===== src/rtl/video_timing_gen_pkg.sv =====
// Shared definitions for the video timing generator: pattern codes,
// FSM state encoding, default raster timing and the color-bar table.
package video_timing_gen_pkg;

    // Default raster: 640x480 active inside an 800x525 total.
    localparam int DEF_H_TOTAL  = 800;
    localparam int DEF_H_SYNC   = 96;
    localparam int DEF_H_START  = 144;
    localparam int DEF_H_ACTIVE = 640;
    localparam int DEF_V_TOTAL  = 525;
    localparam int DEF_V_START  = 35;
    localparam int DEF_V_ACTIVE = 480;
    localparam int DEF_BAR_W    = 80;

    typedef enum logic [1:0] {
        PAT_GRAY    = 2'd0,
        PAT_RAMP    = 2'd1,
        PAT_BARS    = 2'd2,
        PAT_CHECKER = 2'd3
    } pattern_e;

    typedef enum logic [1:0] {
        ST_IDLE     = 2'd0,
        ST_RUN      = 2'd1,
        ST_STOPPING = 2'd2
    } state_e;

    localparam logic [7:0] GRAY_LEVEL   = 8'h80;
    // Checker squares are 16 pixels/lines wide: select bit 4 of x^y.
    localparam logic [7:0] CHECKER_MASK = 8'h10;

    // Eight-bar RGB table, left to right.
    function automatic logic [23:0] bar_rgb(input logic [2:0] idx);
        logic [23:0] color;
        case (idx)
            3'd0:    color = 24'hFFFFFF; // white
            3'd1:    color = 24'hFFFF00; // yellow
            3'd2:    color = 24'h00FFFF; // cyan
            3'd3:    color = 24'h00FF00; // green
            3'd4:    color = 24'hFF00FF; // magenta
            3'd5:    color = 24'hFF0000; // red
            3'd6:    color = 24'h0000FF; // blue
            default: color = 24'h000000; // black
        endcase
        return color;
    endfunction

endpackage


===== src/rtl/video_timing_gen_pattern.sv =====
// Test-pattern pixel generator: one registered RGB word per pixel.
// Optional macro VTG_FRAME_CNT_EN adds a per-frame offset to the ramp.
module vtg_pattern
    import video_timing_gen_pkg::*;
(
    input  logic        clk,
    input  logic        rst,
    input  pattern_e    pattern,
    input  logic [7:0]  x,
    input  logic [7:0]  y,
    input  logic [2:0]  bar_idx,
    input  logic        active,
`ifdef VTG_FRAME_CNT_EN
    input  logic [7:0]  ramp_ofs,
`endif
    output logic [23:0] rgb
);

    logic [7:0] ramp_val;

`ifdef VTG_FRAME_CNT_EN
    assign ramp_val = x + ramp_ofs;
`else
    assign ramp_val = x;
`endif

    // Pixel register: black outside the active region, pattern inside.
    always_ff @(posedge clk or posedge rst) begin
        if (rst) begin
            rgb <= '0;
        end else if (!active) begin
            rgb <= '0;
        end else begin
            case (pattern)
                PAT_GRAY: rgb <= {3{GRAY_LEVEL}};
                PAT_RAMP: rgb <= {3{ramp_val}};
                PAT_BARS: rgb <= bar_rgb(bar_idx);
                default:  rgb <= (((x ^ y) & CHECKER_MASK) != 8'h00) ? 24'h000000 : 24'hFFFFFF;
            endcase
        end
    end

endmodule


===== src/rtl/video_timing_gen.sv =====
// Raster timing source with test pattern fill (vs/hs/de + 3x8-bit RGB).
// Optional macro VTG_FRAME_CNT_EN adds the frame_cnt output and ramp offset.
// All outputs are registered from the next counter state, so the first RUN
// cycle (h_cnt = 0, v_cnt = 0) already shows hs_out high.
module video_timing_gen
    import video_timing_gen_pkg::*;
#(
    parameter int H_TOTAL  = DEF_H_TOTAL,
    parameter int H_SYNC   = DEF_H_SYNC,
    parameter int H_START  = DEF_H_START,
    parameter int H_ACTIVE = DEF_H_ACTIVE,
    parameter int V_TOTAL  = DEF_V_TOTAL,
    parameter int V_START  = DEF_V_START,
    parameter int V_ACTIVE = DEF_V_ACTIVE,
    parameter int BAR_W    = DEF_BAR_W
) (
    input  logic        clk,
    input  logic        rst,
    input  logic        en,
    input  logic [1:0]  pattern_sel,
    output logic        vs_out,
    output logic        hs_out,
    output logic        de_out,
`ifdef VTG_FRAME_CNT_EN
    output logic [15:0] frame_cnt,
`endif
    output logic [7:0]  data1_out,
    output logic [7:0]  data2_out,
    output logic [7:0]  data3_out
);

    localparam logic [11:0] H_LAST    = 12'(H_TOTAL - 1);
    localparam logic [11:0] H_SYNC_END = 12'(H_SYNC);
    localparam logic [11:0] H_ACT_BEG = 12'(H_START);
    localparam logic [11:0] H_ACT_END = 12'(H_START + H_ACTIVE);
    localparam logic [11:0] V_LAST    = 12'(V_TOTAL - 1);
    localparam logic [11:0] V_ACT_BEG = 12'(V_START);
    localparam logic [11:0] V_ACT_END = 12'(V_START + V_ACTIVE);
    localparam logic [11:0] BAR_LAST  = 12'(BAR_W - 1);
    localparam logic [7:0]  X_ORIGIN  = 8'(H_START);
    localparam logic [7:0]  Y_ORIGIN  = 8'(V_START);

    state_e      state_reg, state_next;
    logic [11:0] h_cnt_reg, h_next, h_adv;
    logic [11:0] v_cnt_reg, v_next, v_adv;
    pattern_e    pat_reg, pat_next;
    logic [11:0] bar_px_reg, bar_px_next;
    logic [2:0]  bar_idx_reg, bar_idx_next;
    logic        at_last;
    logic        running_next;
    logic        h_in, v_in;
    logic        hs_next, vs_next, de_next;
    logic [7:0]  x_next, y_next;
    logic [23:0] rgb;

    // FSM transition and counter advance for the coming cycle.
    always_comb begin
        at_last = (h_cnt_reg == H_LAST) && (v_cnt_reg == V_LAST);
        h_adv   = (h_cnt_reg == H_LAST) ? 12'd0 : h_cnt_reg + 12'd1;
        v_adv   = v_cnt_reg;
        if (h_cnt_reg == H_LAST) begin
            v_adv = (v_cnt_reg == V_LAST) ? 12'd0 : v_cnt_reg + 12'd1;
        end
        state_next = state_reg;
        h_next     = h_adv;
        v_next     = v_adv;
        case (state_reg)
            ST_IDLE: begin
                h_next = 12'd0;
                v_next = 12'd0;
                if (en) state_next = ST_RUN;
            end
            ST_RUN: begin
                if (!en) state_next = ST_STOPPING;
            end
            ST_STOPPING: begin
                // A returning en resumes the current frame; otherwise finish it.
                if (en) begin
                    state_next = ST_RUN;
                end else if (at_last) begin
                    state_next = ST_IDLE;
                end
            end
            default: begin
                state_next = ST_IDLE;
                h_next     = 12'd0;
                v_next     = 12'd0;
            end
        endcase
    end

    // Region decode, pattern latch and bar tracking for the coming pixel.
    always_comb begin
        running_next = (state_next != ST_IDLE);
        h_in    = (h_next >= H_ACT_BEG) && (h_next < H_ACT_END);
        v_in    = (v_next >= V_ACT_BEG) && (v_next < V_ACT_END);
        hs_next = running_next && (h_next < H_SYNC_END);
        vs_next = running_next && v_in;
        de_next = running_next && v_in && h_in;
        x_next  = h_next[7:0] - X_ORIGIN;
        y_next  = v_next[7:0] - Y_ORIGIN;

        // Pattern changes only take effect at a frame boundary.
        pat_next = pat_reg;
        if (running_next && (h_next == 12'd0) && (v_next == 12'd0)) begin
            pat_next = pattern_e'(pattern_sel);
        end

        bar_px_next  = bar_px_reg;
        bar_idx_next = bar_idx_reg;
        if (h_next == H_ACT_BEG) begin
            bar_px_next  = 12'd0;
            bar_idx_next = 3'd0;
        end else if (h_in) begin
            if (bar_px_reg == BAR_LAST) begin
                bar_px_next = 12'd0;
                if (bar_idx_reg != 3'd7) bar_idx_next = bar_idx_reg + 3'd1;
            end else begin
                bar_px_next = bar_px_reg + 12'd1;
            end
        end
    end

    // State, counters and the latched pattern.
    always_ff @(posedge clk or posedge rst) begin
        if (rst) begin
            state_reg   <= ST_IDLE;
            h_cnt_reg   <= '0;
            v_cnt_reg   <= '0;
            pat_reg     <= PAT_GRAY;
            bar_px_reg  <= '0;
            bar_idx_reg <= '0;
        end else begin
            state_reg   <= state_next;
            h_cnt_reg   <= h_next;
            v_cnt_reg   <= v_next;
            pat_reg     <= pat_next;
            bar_px_reg  <= bar_px_next;
            bar_idx_reg <= bar_idx_next;
        end
    end

    // Sync outputs, registered alongside the pixel data.
    always_ff @(posedge clk or posedge rst) begin
        if (rst) begin
            hs_out <= 1'b0;
            vs_out <= 1'b0;
            de_out <= 1'b0;
        end else begin
            hs_out <= hs_next;
            vs_out <= vs_next;
            de_out <= de_next;
        end
    end

`ifdef VTG_FRAME_CNT_EN
    logic [15:0] frame_cnt_reg, frame_cnt_next;

    assign frame_cnt_next = ((state_reg != ST_IDLE) && at_last) ? frame_cnt_reg + 16'd1
                                                                : frame_cnt_reg;

    // Completed-frame counter, wraps naturally at 16 bits.
    always_ff @(posedge clk or posedge rst) begin
        if (rst) frame_cnt_reg <= '0;
        else     frame_cnt_reg <= frame_cnt_next;
    end

    assign frame_cnt = frame_cnt_reg;
`endif

    vtg_pattern u_pattern (
        .clk      (clk),
        .rst      (rst),
        .pattern  (pat_next),
        .x        (x_next),
        .y        (y_next),
        .bar_idx  (bar_idx_next),
        .active   (de_next),
`ifdef VTG_FRAME_CNT_EN
        .ramp_ofs (frame_cnt_next[7:0]),
`endif
        .rgb      (rgb)
    );

    assign data1_out = rgb[23:16];
    assign data2_out = rgb[15:8];
    assign data3_out = rgb[7:0];

endmodule


===== config.mk =====
export PLATFORM = sky130hd
export DESIGN_NAME = video_timing_gen
export DESIGN_NICKNAME = d
export VERILOG_FILES = /design/src/rtl/video_timing_gen_pkg.sv /design/src/rtl/video_timing_gen_pattern.sv /design/src/rtl/video_timing_gen.sv
export SDC_FILE = /design/constraint.sdc
export NUM_CORES = 1
export LEC_CHECK = 0
export ABC_AREA = 1
export CORE_ASPECT_RATIO = 0.6
export CORE_MARGIN = 5
export CORE_UTILIZATION = 66
export CTS_BUF_LIST = sky130_fd_sc_hd__clkbuf_4
export DETAILED_ROUTE_END_ITERATION = 16
export PLACE_DENSITY = 0.95
export RECOVER_POWER = 100
export REMOVE_ABC_BUFFERS = 1
export SETUP_SLACK_MARGIN = 0.02
export SYNTH_ARGS = -nofsm -noshare
export SYNTH_HDL_FRONTEND = slang
export SYNTH_SLANG_ARGS = --single-unit

===== constraint.sdc =====
create_clock -name clk -period 5.9 [get_ports clk]
set_input_delay 1.18 -clock clk [delete_from_list [all_inputs] [get_ports clk]]
set_output_delay 1.18 -clock clk [all_outputs]
set_load 0.01 [all_outputs]

==> results.sh, run 1 <==
export IMPL_status="completed"
export IMPL_worst_slew_pin_slew_ns=0.872
export IMPL_cts_made_buffers=9
export IMPL_synth_common_cells="nand2_1, inv_1, dfrtp_1"
export IMPL_fp_dieH_um=72.3
export IMPL_multi_input_area_um2=1980
export IMPL_final_period_utilization=0.760
export IMPL_wl_per_cell_um=15.8
export IMPL_area_growth_pct=8.89
export IMPL_synthSimpleGateAreaFrac=0.331
export IMPL_use_met1=0.380
export IMPL_synth_seq_area_share=0.411
export IMPL_insertion_delay_ns=0.43
export IMPL_io_buffers=31
export IMPL_final_core_util=0.750
export IMPL_vias=3805
export IMPL_cts_buffer_depth=2
export IMPL_synthAdderAreaFrac=0.0323
export IMPL_post_cts_setup_buffers=0
export IMPL_synth_area_leaders="dfrtp_1, nand2_1, inv_1, nand3_1, nor2_1"
export IMPL_track_usage=0.271
export IMPL_cts_sinks=70
export IMPL_syn_avg_cell_area_um2=7.84
export IMPL_ys_ff_latch=70
export IMPL_hp_start="bar_px_reg[1]"
export IMPL_synth_area_leader_cell="dfrtp_1"
export IMPL_cts_max_level=3
export IMPL_final_min_clock_period_ns=4.48
export IMPL_cts_root_buf="clkbuf_4"
export IMPL_pre_cts_slack_ns=2.09
export IMPL_synth_ff_type="dfrtp_1"
export IMPL_synth_xor_area_frac=0.0246
export IMPL_synth_cell_type_count=37
export IMPL_skew_ns=0.0145
export IMPL_grt_max_degree=71
export IMPL_max_freq_mhz=223
export IMPL_reg2reg_from="h_cnt_reg[1]"
export IMPL_cts_resized=0
export IMPL_muxShareOfSynthArea=0
export IMPL_drtAntennaViolNets=0
export IMPL_cp_start_kind="flop"
export IMPL_routed_wl_um=10500
export IMPL_use_met2=0.414
export IMPL_cts_tree="done"
export IMPL_leakage_uw=0.00256
export IMPL_synthesis_area_um2=4270
export IMPL_hold_viol=0
export IMPL_synth_top_cell_area_share=0.411
export IMPL_cp_end_kind="flop"
export IMPL_critPathLaunch="h_cnt_reg[1]"
export IMPL_regMostFlops="u_pattern.rgb"
export IMPL_final_setup_tns_ns=0
export IMPL_drive_above_1_share=0.0981
export IMPL_critical_path_class="reg2reg"
export IMPL_setup_ws_ns=1.42
export IMPL_syn_inst=544
export IMPL_rsz0062_at_grt="no"
export IMPL_synth_edf_count=0
export IMPL_ff_latch_area_um2=1750
export IMPL_via_per_inst=5.72
export IMPL_diodes=0
export IMPL_synth_most_common_cell="nand2_1"
export IMPL_hp_class="reg2reg"
export IMPL_p_per_area_nw_per_um2=318
export IMPL_maxSlewHeadroom=0.419
export IMPL_cp_required_ns=6.20
export IMPL_hold_buffers=0
export IMPL_cp_data_arrival_time_ns=4.79
export IMPL_drc=0
export IMPL_grt_pass1_vias=3633
export IMPL_synth_compound_area_share=0.0886
export IMPL_final_max_slew_violation_count=0
export IMPL_grtUsageMet3=0.0750
export IMPL_grt_pass1_wl_um=17500
export IMPL_dp_hpwl_um=7770
export IMPL_dieWidth_um=114
export IMPL_synthArstFlopShare=1.00
export IMPL_antenna_found_initial=0
export IMPL_crit_fanout=24
export IMPL_fillers=435
export IMPL_nets=592
export IMPL_placementRows=22
export IMPL_yosys_warnings=0
export IMPL_largest_reg_flops=24
export IMPL_setup_viol=0
export IMPL_synth_top_family_by_area="simple AND/OR/NAND/NOR gates"
export IMPL_gp_congestion=0.972
export IMPL_io_pins=32
export IMPL_clk_pin_slew_worst_paths_ns=0.12
export IMPL_drtPass1Iterations=5
export IMPL_drtIter0Drc=401
export IMPL_overflow=0
export IMPL_top_usage_layer="met2"
export IMPL_maxCapViolCount=0
export IMPL_start_util=0.689
export IMPL_design_core_area_um2=6190
export IMPL_irDropWorstVdd_uv=214
export IMPL_dieArea_um2=8220
-- metal layers --
metal / vias up / wire [µm]
li1: 1793 / -
met1: 1787 / 4730
met2: 200 / 4520
met3: 25 / 1000
met4: 0 / 221
met5: - / 0
-- critical path, cell delays in order, from the launching register on --
cell,delay [ns]
dfrtp_1,0.40
ha_1,0.30
nand2_2,0.08
nor2_1,0.40
nand3_1,0.52
nand2_2,0.16
inv_1,0.09
nand2_1,0.17
ha_1,0.25
nand3_1,0.13
nor2_2,0.12
nand2_1,0.10
a21oi_4,0.22
nand3_1,0.14
nand2_1,0.63
nand3_1,0.25
nand2_4,0.29
a21oi_1,0.09
-- kinds of logic (layout without fill, tap and decap cells) --
kind of cell / after synthesis / after routing
flip-flops: 70 / 70
adder cells (fa/ha/maj): 11 / 11
XOR/XNOR: 12 / 12
buffers and inverters: 103 / 140
AND/OR/NAND/NOR: 285 / 285
AO/OA/AOI/OAI: 63 / 63
-- through the flow --
step | instance area [µm²] | hold slack (ns) | total power (µW) | std cells
6_report | 4640 | 0.633 | 1480 | 665
5_1_grt | 4640 | 0.661 | 1560 | 665
4_1_cts | 4700 | 0.629 | 1490 | 665
2_1_floorplan | 4160 | 0.530 | 1050 | 533
3_3_place_gp | 4580 | 0.571 | 1180 | 649
3_5_place_dp | 4580 | 0.600 | 1210 | 649
-- final timing paths --
check | end | slack, ns | depth (start not counted)
min in group asynchronous | bar_px_reg[9] | 1.42 | 3
hold reg to reg | bar_px_reg[1] | 0.63 | 2
setup reg to reg | u_pattern.rgb[10] | 1.42 | 17
max in group asynchronous | state_reg[1] | 3.88 | 3
hold / removal | bar_px_reg[1] | 0.63 | 2
setup / recovery | u_pattern.rgb[10] | 1.42 | 17
-- placed cells by master, fill, tap and decap left out, types with 3 or more instances in the layout --
cell type,synthesis,routed
a21oi_1,27,29
a31oi_1,3,3
clkbuf_4,0,10
clkdlybuf4s50_1,0,3
dfrtp_1,70,70
dlygate4sd3_1,0,28
ha_1,11,11
inv_1,90,90
nand2_1,124,127
nand2_2,11,8
nand2_4,5,5
nand3_1,45,51
nand3_2,10,4
nand3_4,3,3
nand3b_1,3,3
nand4_1,8,8
nor2_1,47,50
nor2_2,7,5
nor2_4,4,3
nor3_1,10,10
nor3b_1,3,3
nor4_1,3,3
o21ai_0,17,17
o21ai_2,6,6
o22ai_1,3,3
xor2_1,11,11
-- power by group --
part	switching (µW)	internal [µW]	total, µW
combinational	496	184	680
clock	185	93.2	278
sequential	15.2	504	519
-- final cells by class --
class                   instances  area share
flip-flops and latches         70       0.377
multi-input cells             371       0.426
well taps                      84      0.0226
clock buffers                  10      0.0162
inverters                      92      0.0800
clock inverters                 6     0.00997
repair buffers                 32      0.0684
No activity file was read; power rests on OpenSTA's default activity.
==> run 2, diff against run 1 <==
- CORE_UTILIZATION: 66 -> 55
- PLACE_DENSITY: 0.95 -> 0.87
- clock period: 5.9 -> 3.9 ns (I/O delays scaled with it)
==> results.sh, run 2 (synthesized netlist as in run 1, its figures left out) <==
export IMPL_io_buffers=31
export IMPL_crit_cells=18
export IMPL_cts_buffer_depth=2
export IMPL_rsz0062_at_grt="no"
export IMPL_maxCapViolCount=2
export IMPL_power_frac_comb=0.464
export IMPL_whs_path_depth=2
export IMPL_wl_per_cell_um=15.5
export IMPL_max_freq_mhz=288
export IMPL_rr_worst_depth=18
export IMPL_final_max_slew_violation_count=65
export IMPL_cp_end_kind="flop"
export IMPL_cts_tree="done"
export IMPL_crit_family="simple AND/OR/NAND/NOR gates"
export IMPL_ff_latch_area_um2=1750
export IMPL_cts_max_level=3
export IMPL_status="finished, violations left"
export IMPL_p_per_area_nw_per_um2=477
export IMPL_diodes=0
export IMPL_hold_buffers=0
export IMPL_gp_congestion=0.956
export IMPL_cts_resized=0
export IMPL_dp_hpwl_um=7970
export IMPL_vias=3794
export IMPL_final_setup_tns_ns=0
export IMPL_skew_ns=0.0198
export IMPL_dp_cells=673
export IMPL_max_stage_delay_ns=0.45
export IMPL_antenna_found_initial=0
export IMPL_routed_wl_um=10700
export IMPL_violations="capacitance limit, slew limit"
export IMPL_dieArea_um2=9670
export IMPL_maxSlewHeadroom=-0.319
export IMPL_final_common_cell="nand2_1"
export IMPL_via_per_inst=5.51
export IMPL_hold_viol=0
export IMPL_dieWidth_um=124
export IMPL_grt_pass1_vias=3701
export IMPL_cp_start_kind="flop"
export IMPL_rr_endpoint="u_pattern.rgb[4]"
export IMPL_seqPwrFrac=0.350
export IMPL_cp_cell_sequence="ha_1 -> nand2_1 -> nor2_4 -> nand3_2 -> clkbuf_1 -> nor2_1 -> nor2_1 -> inv_1 -> nor2_1 -> nand2_1 -> nand3_2 -> nor2_4 -> nand2_2 -> nand2_2 -> nand2_2 -> nand3_2 -> nand2_4 -> a21oi_1"
export IMPL_final_min_clock_period_ns=3.47
export IMPL_fillers=612
export IMPL_switching_share=0.471
export IMPL_track_usage=0.238
export IMPL_drtAntennaViolNets=0
export IMPL_setup_viol=0
export IMPL_crit_fanout=24
export IMPL_drive_above_1_share=0.108
export IMPL_drtPass1Iterations=5
export IMPL_reg2reg_slack_ns=0.43
export IMPL_p_int_uw=1190
export IMPL_grt_pass1_wl_um=18000
export IMPL_switchingPower_uw=1060
export IMPL_p_clk_frac=0.186
export IMPL_start_util=0.575
export IMPL_holdPathEnd="bar_px_reg[1]"
export IMPL_critical_path_class="reg2reg"
export IMPL_regMostFlops="u_pattern.rgb"
export IMPL_slowest_stage="clkbuf_1"
export IMPL_reg2reg_from="h_cnt_reg[0]"
export IMPL_clk_pin_slew_worst_paths_ns=0.13
export IMPL_cts_made_buffers=9
export IMPL_hp_class="reg2reg"
export IMPL_nets=596
export IMPL_cts_sinks=70
export IMPL_drtIter0Drc=304
export IMPL_area_growth_pct=10.1
export IMPL_cp_data_arrival_time_ns=3.80
export IMPL_overflow=0
export IMPL_fp_dieH_um=78.2
export IMPL_drc=0
export IMPL_final_cell_mix="nand2_1, inv_1, dfrtp_1, nor2_1, nand3_1"
export IMPL_hp_start="bar_px_reg[1]"
export IMPL_post_cts_setup_buffers=0
export IMPL_placementRows=24
export IMPL_io_pins=32
export IMPL_grt_max_degree=37
export IMPL_multi_input_area_um2=2000
export IMPL_irDropWorstVdd_uv=380
export IMPL_leakage_uw=0.00256
export IMPL_insertion_delay_ns=0.46
export IMPL_largest_reg_flops=24
export IMPL_worst_slew_pin_slew_ns=1.98
export IMPL_path_buf_inv=2
export IMPL_cts_root_buf="clkbuf_4"
export IMPL_design_core_area_um2=7420
export IMPL_cp_required_ns=4.23
export IMPL_finalNonFillerCells=689
export IMPL_final_period_utilization=0.890
## run 2: how the worst max path moves through the flow
stage / slack, ns / endpoint / startpoint
6_report: 0.43 / u_pattern.rgb[4] / h_cnt_reg[0]
4_1_cts: 0.64 / u_pattern.rgb[1] / state_reg[1]
3_5_place_dp: 0.71 / u_pattern.rgb[2] / state_reg[1]
5_1_grt: 0.15 / u_pattern.rgb[1] / h_cnt_reg[0]
2_1_floorplan: 0.93 / u_pattern.rgb[10] / state_reg[1]
3_3_place_gp: 0.93 / u_pattern.rgb[16] / state_reg[1]
## run 2: power groups by stage
stage / sequential (µW) / combinational (µW) / clock, µW
2_1_floorplan: 797 / 797 / 0
3_3_place_gp: 796 / 1010 / 0
3_5_place_dp: 798 / 1040 / 0
4_1_cts: 785 / 1050 / 419
5_1_grt: 791 / 1130 / 457
6_report: 785 / 1040 / 417
## run 2: stage by stage
stage | util | hold WS [ns] | area, µm² | setup WS (ns) | total power, µW
finish | 0.633 | 0.602 | 4700 | 0.428 | 2240
global route | 0.633 | 0.653 | 4700 | 0.148 | 2370
CTS | 0.640 | 0.534 | 4750 | 0.640 | 2250
detailed placement | 0.625 | 0.581 | 4640 | 0.708 | 1840
global placement | 0.625 | 0.565 | 4640 | 0.928 | 1810
floorplan | - | 0.530 | 4160 | 0.929 | 1590
## run 2: tightest hold or removal path, cell delays in order (launching register included)
cell and delay [ns]:
dfrtp_1 0.40, inv_1 0.07, o21ai_0 0.09
## run 2: area by class of cell
type                       count  share of cell area
inverter                      92              0.0791
clock buffer                  10              0.0160
sequential                    70               0.373
tap                          104              0.0277
multi-input combinational    371               0.426
timing repair buffer          36              0.0708
clock inverter                 6             0.00799
## run 2: per-layer routing
metal  vias up  global-route usage  wire length, µm
li1       1795                   -                -
met1      1811               0.344             4960
met2       173               0.347             4590
met3        15              0.0726             1000
met4         0              0.0652              116
met5         -                   0                0
